`config.mk`:
```
export PLATFORM = sky130hd
export DESIGN_NAME = uart_tx_arbiter
export DESIGN_NICKNAME = d
export VERILOG_FILES = /design/src/rtl/uart_tx_arbiter.sv
export SDC_FILE = /design/constraint.sdc
export NUM_CORES = 1
export LEC_CHECK = 0
export CAP_MARGIN = 20
export CORE_ASPECT_RATIO = 1.75
export CORE_MARGIN = 4
export CORE_UTILIZATION = 47
export DETAILED_ROUTE_END_ITERATION = 6
export GPL_TIMING_DRIVEN = 0
export PLACE_DENSITY = 0.89
export SLEW_MARGIN = 20
export SYNTH_ARGS = -nofsm -noshare
export SYNTH_HDL_FRONTEND = slang
export SYNTH_SLANG_ARGS = --single-unit
```
`constraint.sdc`:
```
create_clock -name clock -period 2.21 [get_ports clock]
set_input_delay 0.221 -clock clock [delete_from_list [all_inputs] [get_ports clock]]
set_output_delay 0.221 -clock clock [all_outputs]
set_load 0.01 [all_outputs]
```
`src/rtl/uart_tx_arbiter.sv`:
```
// Round-robin arbiter and UART frame sequencer sharing one tx line among NUM_REQ requesters.
// Define UART_TX_PARITY_EN to insert an even-parity bit between the data bits and the stop bit.
module uart_tx_arbiter #(
    parameter int NUM_REQ    = 4,
    parameter int DATA_WIDTH = 8
) (
    input  logic                            clock,
    input  logic                            reset,
    input  logic                            enb_tx,
    input  logic [NUM_REQ-1:0]              req,
    input  logic [NUM_REQ*DATA_WIDTH-1:0]   data_in,
    output logic [NUM_REQ-1:0]              gnt,
    output logic [$clog2(NUM_REQ)-1:0]      owner,
    output logic                            busy,
    output logic                            done,
    output logic                            tx
);

    localparam int OW = $clog2(NUM_REQ);
    localparam int CW = $clog2(DATA_WIDTH + 1);

`ifdef UART_TX_PARITY_EN
    typedef enum logic [2:0] {
        IDLE   = 3'd0,
        ARM    = 3'd1,
        START  = 3'd2,
        DATA   = 3'd3,
        PARITY = 3'd4,
        STOP   = 3'd5
    } state_t;
`else
    typedef enum logic [2:0] {
        IDLE   = 3'd0,
        ARM    = 3'd1,
        START  = 3'd2,
        DATA   = 3'd3,
        STOP   = 3'd5
    } state_t;
`endif

    state_t                 state_q, state_d;
    logic [OW-1:0]          owner_q, owner_d;
    logic [OW-1:0]          last_q, last_d;
    logic [DATA_WIDTH-1:0]  shreg_q, shreg_d;
    logic [CW-1:0]          bit_cnt_q, bit_cnt_d;
    logic                   tx_q, tx_d;
    logic [NUM_REQ-1:0]     gnt_q, gnt_d;
    logic                   done_q, done_d;
    logic                   busy_q;
`ifdef UART_TX_PARITY_EN
    logic                   parity_q, parity_d;
`endif

    logic [DATA_WIDTH-1:0]  req_data [NUM_REQ];
    logic [OW-1:0]          winner;
    logic                   found;

    for (genvar g = 0; g < NUM_REQ; g++) begin : g_slice
        assign req_data[g] = data_in[g*DATA_WIDTH +: DATA_WIDTH];
    end

    // Handshake: a requester holds req high until it sees its one-cycle gnt pulse; gnt marks
    // the cycle after its byte was captured. Dropping req before gnt withdraws the request.
    always_comb begin
        found  = 1'b0;
        winner = last_q;
        for (int i = 1; i <= NUM_REQ; i++) begin
            int            idx;
            logic [OW-1:0] cand;
            idx = int'(last_q) + i;
            if (idx >= NUM_REQ) begin
                idx = idx - NUM_REQ;
            end
            cand = OW'(idx);
            if (!found && req[cand]) begin
                found  = 1'b1;
                winner = cand;
            end
        end
    end

    always_comb begin
        state_d   = state_q;
        owner_d   = owner_q;
        last_d    = last_q;
        shreg_d   = shreg_q;
        bit_cnt_d = bit_cnt_q;
        tx_d      = tx_q;
        gnt_d     = '0;
        done_d    = 1'b0;
`ifdef UART_TX_PARITY_EN
        parity_d  = parity_q;
`endif
        unique case (state_q)
            IDLE: begin
                // Ticks are ignored here so the start bit always waits for a fresh tick in ARM.
                tx_d = 1'b1;
                if (found) begin
                    shreg_d       = req_data[winner];
                    owner_d       = winner;
                    gnt_d[winner] = 1'b1;
                    state_d       = ARM;
`ifdef UART_TX_PARITY_EN
                    parity_d      = ^req_data[winner];
`endif
                end
            end
            ARM: begin
                if (enb_tx) begin
                    tx_d    = 1'b0;
                    state_d = START;
                end
            end
            START: begin
                if (enb_tx) begin
                    tx_d      = shreg_q[0];
                    shreg_d   = shreg_q >> 1;
                    bit_cnt_d = CW'(1);
                    state_d   = DATA;
                end
            end
            DATA: begin
                if (enb_tx) begin
                    if (bit_cnt_q < CW'(DATA_WIDTH)) begin
                        tx_d      = shreg_q[0];
                        shreg_d   = shreg_q >> 1;
                        bit_cnt_d = bit_cnt_q + 1'b1;
                    end else begin
`ifdef UART_TX_PARITY_EN
                        tx_d    = parity_q;
                        state_d = PARITY;
`else
                        tx_d    = 1'b1;
                        state_d = STOP;
`endif
                    end
                end
            end
`ifdef UART_TX_PARITY_EN
            PARITY: begin
                if (enb_tx) begin
                    tx_d    = 1'b1;
                    state_d = STOP;
                end
            end
`endif
            STOP: begin
                // Rotation only advances once a frame fully completes.
                if (enb_tx) begin
                    done_d  = 1'b1;
                    last_d  = owner_q;
                    state_d = IDLE;
                end
            end
            default: begin
                tx_d    = 1'b1;
                state_d = IDLE;
            end
        endcase
    end

    always_ff @(posedge clock or posedge reset) begin
        if (reset) begin
            state_q   <= IDLE;
            owner_q   <= '0;
            last_q    <= OW'(NUM_REQ - 1);
            shreg_q   <= '0;
            bit_cnt_q <= '0;
            tx_q      <= 1'b1;
            gnt_q     <= '0;
            done_q    <= 1'b0;
            busy_q    <= 1'b0;
`ifdef UART_TX_PARITY_EN
            parity_q  <= 1'b0;
`endif
        end else begin
            state_q   <= state_d;
            owner_q   <= owner_d;
            last_q    <= last_d;
            shreg_q   <= shreg_d;
            bit_cnt_q <= bit_cnt_d;
            tx_q      <= tx_d;
            gnt_q     <= gnt_d;
            done_q    <= done_d;
            busy_q    <= (state_d != IDLE);
`ifdef UART_TX_PARITY_EN
            parity_q  <= parity_d;
`endif
        end
    end

    assign gnt   = gnt_q;
    assign owner = owner_q;
    assign busy  = busy_q;
    assign done  = done_q;
    assign tx    = tx_q;

endmodule

```
==> impl_metrics.py, run 1 <==
metrics = {
    "min_path": {
        "holdCritPathClass": "in -> async",
    },
    "synth": {
        "syn-num-nets": 214,
        "ys_warn_count": 0,
        "synth_seq_area_share": 0.395,
        "synth_top_family_by_area": "compound AO/OA/AOI/OAI gates",
        "async_flop_share": 1.00,
        "synth-edff-count": 0,
        "synthAdderAreaFrac": 0.00756,
        "synth_area_per_cell_um2": 9.51,
        "synthCells": 174,
        "synth-seq-cells": 26,
        "muxShareOfSynthArea": 0.0514,
        "syn-cell-area_um2": 1660,
        "synthSimpleGateAreaFrac": 0.190,
        "synthFlopType": "dfrtp_1",
        "synth_compound_gate_area_share": 0.311,
        "synth-xor-area-share": 0,
        "yosysUniqueCellTypes": 44,
    },
    "global_route": {
        "grtUsageTotal": 0.205,
        "grt_max_degree": 27,
        "grt_pass1_vias": 1671,
        "antenna_found_initial": 0,
        "grt_first_pass_wirelength_um": 7150,
        "gr-total-overflow": 0,
    },
    "worst_setup_path": {
        "r2r_end": "shreg_q[5]",
        "startpoint_type": "register",
        "crit_arrival_ns": 2.14,
        "critPathBufInv": 1,
        "reg2reg_depth": 6,
        "cp.required_ns": 2.33,
        "crit_family": "compound AO/OA/AOI/OAI gates",
        "critPathMaxStageDelay_ns": 0.41,
        "rrSetupSlack_ns": 0.19,
        "slowest_stage": "or3_1",
        "critPathKind": "reg -> reg",
        "cp-end-kind": "register",
        "r2r-start": "state_q[1]",
        "worst-path-max-fanout": 9,
        "cp_cell_sequence": "clkbuf_1 -> or3_1 -> o22ai_2 -> nand2_2 -> a21oi_1 -> a221oi_1",
    },
    "timing": {
        "rsz0062_at_grt": "no",
        "skew_ns": 0.00254,
        "finalSetupTns_ns": 0,
        "hold_violations": 0,
        "relSlewSlack": 0.388,
        "finalSetupViolations": 0,
        "worstMarginPinSlew_ns": 0.913,
        "layout_worst_path_cycle_share": 0.915,
        "fmax_ghz": 0.495,
        "slew_viol_final": 0,
        "min_period_ns": 2.02,
    },
    "power": {
        "leakage_nw": 0.905,
        "ir_drop_mv": 0.577,
        "powerDensity_nw_per_um2": 1080,
    },
    "floorplan": {
        "die_height_um": 86.5,
        "start_util": 0.487,
        "dieArea_um2": 4570,
        "fp.coreArea_um2": 3400,
        "die_w_um": 52.9,
        "rows": 28,
        "io_pins": 48,
    },
    "clock_tree": {
        "clock-sinks": 26,
        "cts_tree": "yes",
        "cts_hold_buf": 0,
        "clk-insertion-delay-late_ns": 0.27,
        "cts-resized-gates": 0,
        "postCtsSetupRepairBufs": 0,
        "cts_max_level": 1,
        "clockBufferDepth": 2,
        "clkSlewWorstSetupHoldPaths_ns": 0.09,
        "cts_root_buffer": "clkbuf_8",
        "cts_buffers": 3,
    },
    "outcome": {
        "status": "finished, final reports clean",
    },
    "detailed_routing": {
        "viasPerCell": 6.26,
        "detail_route.wl_per_cell_um": 16.4,
        "wirelength_um": 4440,
        "drt_iter0_drc": 56,
        "ant_nets": 0,
        "vias": 1689,
        "drc": 0,
        "drtPass1Iterations": 4,
    },
    "placed_design": {
        "dpl_cell_area_um2": 2180,
        "hpwl_um": 3400,
        "globalplace.congestion": 0.871,
        "placedCellCount": 266,
        "port_buffers": 47,
    },
    "layout": {
        "area_growth_pct": 35.7,
        "design_area_um2": 2250,
        "drive_above_1_share": 0.142,
        "layout.nets": 266,
        "final_cell_count_no_fill": 270,
        "n_antenna_cell": 0,
        "final_util": 0.661,
    },
    "flow_run": {
        "maxCapViolations": 0,
    },
}
==> registers in the layout (all words and copies together) (netlist names) <==
signal,cells
last_q,2
tx,1
shreg_q,8
owner,2
state_q,3
bit_cnt_q,4
gnt,4
busy,1
done,1
==> Yosys cell counts (all sizes together), types with 2 or more instances <==
cell | instances | area, um2
inv | 5 | 18.8
nand2b | 4 | 32.5
a221oi | 7 | 61.3
mux2i | 7 | 70.1
clkbuf | 6 | 22.5
dfstp | 3 | 78.8
dfrtp | 23 | 576
nand2 | 13 | 51.3
a41o | 8 | 80.1
nor3 | 3 | 26.3
nor2 | 22 | 85.1
buf | 5 | 31.3
a21oi | 14 | 92.6
nand3 | 5 | 25.0
o31ai | 3 | 22.5
o32ai | 7 | 61.3
a32oi | 2 | 17.5
o21ai | 6 | 30.0
or3 | 4 | 25.0
o31a | 8 | 78.8
nand4 | 2 | 12.5
a21o | 3 | 23.8
==> where the power goes <==
part	internal (mW)	switching [mW]
registers	0.666	0.164
clock network	0.159	0.145
logic	0.612	0.670
total	1.44	0.978
==> cells by family (layout without fill, tap and decap cells) <==
family,count (synthesis),in the layout
adder cells (fa/ha/maj),1,1
buffers and inverters,16,67
multiplexers,8,8
flip-flops,26,26
AO/OA/AOI/OAI,63,63
AND/OR/NAND/NOR,60,60
==> metrics by stage <==
stage / power (mW) / hold slack [ns] / setup slack [ns]
after floorplan: 1.72 / 0.259 / 0.475
after global placement: 2.06 / 0.474 / -0.151
after detailed placement: 2.11 / 0.480 / -0.164
after CTS: 2.41 / 0.493 / 0.127
after global routing: 2.58 / 0.413 / 0.0251
final: 2.42 / 0.341 / 0.188
==> cells in the final DEF (no fill, tap or decap), drive strengths merged, types with 4 or more instances in the layout <==
cell and n:
clkdlybuf4s50 47, buf 5, o31a 8, inv 4, o32ai 7, or3 4
a221oi 7, nand2 13, nand2b 4, clkbuf 10, o21ai 6, a41o 8
a21oi 14, nor2 22, nand3 5, dfrtp 23, mux2i 7
==> layer usage <==
metal | vias to the layer above | track usage | wire length [um]
li1 | 773 | - | -
met1 | 799 | 0.213 | 1500
met2 | 101 | 0.394 | 2480
met3 | 16 | 0.0224 | 316
met4 | 0 | 0.0860 | 142
met5 | - | 0 | 0
==> worst max path at each step <==
stage | start | endpoint | slack, ns | cells past startpoint
floorplan | last_q[1] | shreg_q[7] | 0.47 | 5
global placement | req[3] | shreg_q[1] | -0.15 | 6
detailed placement | req[3] | shreg_q[5] | -0.16 | 6
CTS | req[3] | shreg_q[5] | 0.13 | 6
global route | state_q[1] | shreg_q[6] | 0.03 | 6
finish | state_q[1] | shreg_q[5] | 0.19 | 6
==> area by class of cell <==
class                           instances  area (um2)
Buffer                                 11        53.8
Inverter                                5        18.8
Fill cell                             280        1150
Tap cell                               45        56.3
Sequential cell                        26         654
Multi-Input combinational cell        132         937
Clock buffer                            4        55.1
Timing Repair Buffer                   47         470
No activity file was read; power rests on OpenSTA's default activity.
==> run 2, diff against run 1 <==
--- a/config.mk
+++ b/config.mk
@@ -5,6 +5,7 @@
 export SDC_FILE = /design/constraint.sdc
 export NUM_CORES = 1
 export LEC_CHECK = 0
+export ABC_CLOCK_PERIOD_IN_PS = 2210
 export CAP_MARGIN = 20
 export CORE_ASPECT_RATIO = 1.75
 export CORE_MARGIN = 4
==> results of run 2 <==
Final layout, timing and power as in run 1 (identical DEF).
==> run 3, diff against run 2 <==
--- a/config.mk
+++ b/config.mk
@@ -8,7 +8,7 @@
 export ABC_CLOCK_PERIOD_IN_PS = 2210
 export CAP_MARGIN = 20
 export CORE_ASPECT_RATIO = 1.75
-export CORE_MARGIN = 4
+export CORE_MARGIN = 2
 export CORE_UTILIZATION = 47
 export DETAILED_ROUTE_END_ITERATION = 6
 export GPL_TIMING_DRIVEN = 0
==> impl_metrics.py, run 3 (synthesized netlist as in run 1, its figures left out) <==
metrics = {
    "outcome": {
        "status": "finished, final reports clean",
    },
    "global_route": {
        "use_met3": 0.0234,
        "grtUsageTotal": 0.235,
        "globalRouteMet2Util": 0.460,
        "grt_first_pass_wirelength_um": 7400,
        "grt_use_met1": 0.253,
        "grt_max_degree": 27,
        "top_usage_layer": "met2",
        "gr-total-overflow": 0,
        "antenna_found_initial": 0,
        "grt_pass1_vias": 1685,
    },
    "timing": {
        "relSlewSlack": 0.591,
        "slew_viol_final": 0,
        "finalSetupViolations": 0,
        "rsz0062_at_grt": "no",
        "worstMarginPinSlew_ns": 0.609,
        "skew_ns": 0.00285,
        "min_period_ns": 2.15,
        "layout_worst_path_cycle_share": 0.974,
        "fmax_ghz": 0.464,
        "hold_violations": 0,
    },
    "placed_design": {
        "port_buffers": 47,
        "placedCellCount": 266,
        "hpwl_um": 3340,
        "globalplace.congestion": 0.846,
    },
    "clock_tree": {
        "postCtsSetupRepairBufs": 0,
        "clkSlewWorstSetupHoldPaths_ns": 0.08,
        "cts_root_buffer": "clkbuf_8",
        "cts_max_level": 1,
        "clockBufferDepth": 2,
        "cts_hold_buf": 0,
        "clk-insertion-delay-late_ns": 0.26,
        "cts_tree": "yes",
        "cts_buffers": 3,
        "cts-resized-gates": 0,
        "clock-sinks": 26,
    },
    "layout": {
        "final_cell_count_no_fill": 271,
        "regMostFlops": "shreg_q",
        "layout.nets": 267,
        "final_cell_mix": "47 x clkdlybuf4s50_1, 23 x dfrtp_1, 21 x nor2_1",
        "largest_register_ff_count": 8,
        "layout_commonest_cell": "clkdlybuf4s50_1",
        "drive_above_1_share": 0.142,
        "area_growth_pct": 35.4,
        "n_antenna_cell": 0,
    },
    "floorplan": {
        "rows": 28,
        "fp.coreArea_um2": 3360,
        "dieArea_um2": 4030,
        "die_w_um": 48.9,
        "start_util": 0.492,
        "die_height_um": 82.5,
        "io_pins": 48,
    },
    "power": {
        "ir_drop_mv": 0.639,
        "power.total_mw": 2.38,
        "powerDensity_nw_per_um2": 1060,
        "leakage_nw": 0.909,
    },
    "detailed_routing": {
        "viasPerCell": 6.14,
        "drt_iter0_drc": 59,
        "vias": 1665,
        "drtPass1Iterations": 5,
        "ant_nets": 0,
        "drc": 0,
        "detail_route.wl_per_cell_um": 15.7,
        "wirelength_um": 4250,
    },
    "min_path": {
        "holdCritPathClass": "in -> async",
    },
    "worst_setup_path": {
        "cp.required_ns": 2.36,
        "crit_arrival_ns": 2.31,
        "worst-path-max-fanout": 9,
        "cp-end-kind": "register",
        "reg2reg_depth": 6,
        "critPathKind": "in -> reg",
        "startpoint_type": "input port",
    },
    "flow_run": {
        "maxCapViolations": 0,
    },
}
## run 3: cell types whose count changed in the layout (fill, tap and decap cells not counted), sizes merged
cell    change
buf         +1
inv         +1
clkinv      -1
## run 3: final timing paths
| path | startpoint | endpoint | slack, ns |
|---|---|---|---|
| worst max-delay path | req[2] | shreg_q[5] | 0.06 |
| worst min-delay path | reset | owner[0] | 0.30 |
| worst max register to register | state_q[1] | shreg_q[5] | 0.19 |
| worst min register to register | bit_cnt_q[2] | bit_cnt_q[2] | 0.50 |
| max in group asynchronous | reset | tx | 1.36 |
| min in group clock | bit_cnt_q[2] | bit_cnt_q[2] | 0.50 |
## run 3: layout make-up
class                           count  area, um2
Buffer                             11       53.8
Timing Repair Buffer               48        485
Inverter                            5       18.8
Sequential cell                    26        654
Fill cell                         291       1120
Clock buffer                        4       45.0
Multi-Input combinational cell    132        928
Tap cell                           45       56.3
## run 3: routing by layer
metal  up-vias  share of wire  routed length, um
met2        83           0.57               2420
met3         8          0.052                222
met1       796           0.36               1520
met5         -              0                  0
met4         0          0.020                 85
li1        778              -                  -
## run 3: worst max-delay path: stages
cell             delay, ns
clkdlybuf4s50_1       0.51
nor4_2                0.61
o22ai_2               0.35
nand2_2               0.24
a21oi_1               0.07
a221oi_1              0.31
## run 3: power breakdown
| part | switching (mW) | leakage (nW) | internal [mW] |
|---|---|---|---|
| Clock | 0.137 | 0.0228 | 0.129 |
| Sequential | 0.164 | 0.310 | 0.666 |
| Combinational | 0.666 | 0.575 | 0.615 |
## run 3: per-stage QoR
stage | util | TNS [ns] | instance area (um2) | hold slack (ns) | setup WS (ns)
4_1_cts | 0.662 | 0 | 2230 | 0.500 | 0.109
3_5_place_dp | 0.649 | -0.894 | 2180 | 0.486 | -0.162
5_1_grt | 0.667 | 0 | 2240 | 0.343 | 0.0285
2_1_floorplan | - | 0 | 1660 | 0.259 | 0.475
6_report | 0.667 | 0 | 2240 | 0.303 | 0.0567
3_3_place_gp | 0.649 | -0.741 | 2180 | 0.474 | -0.130
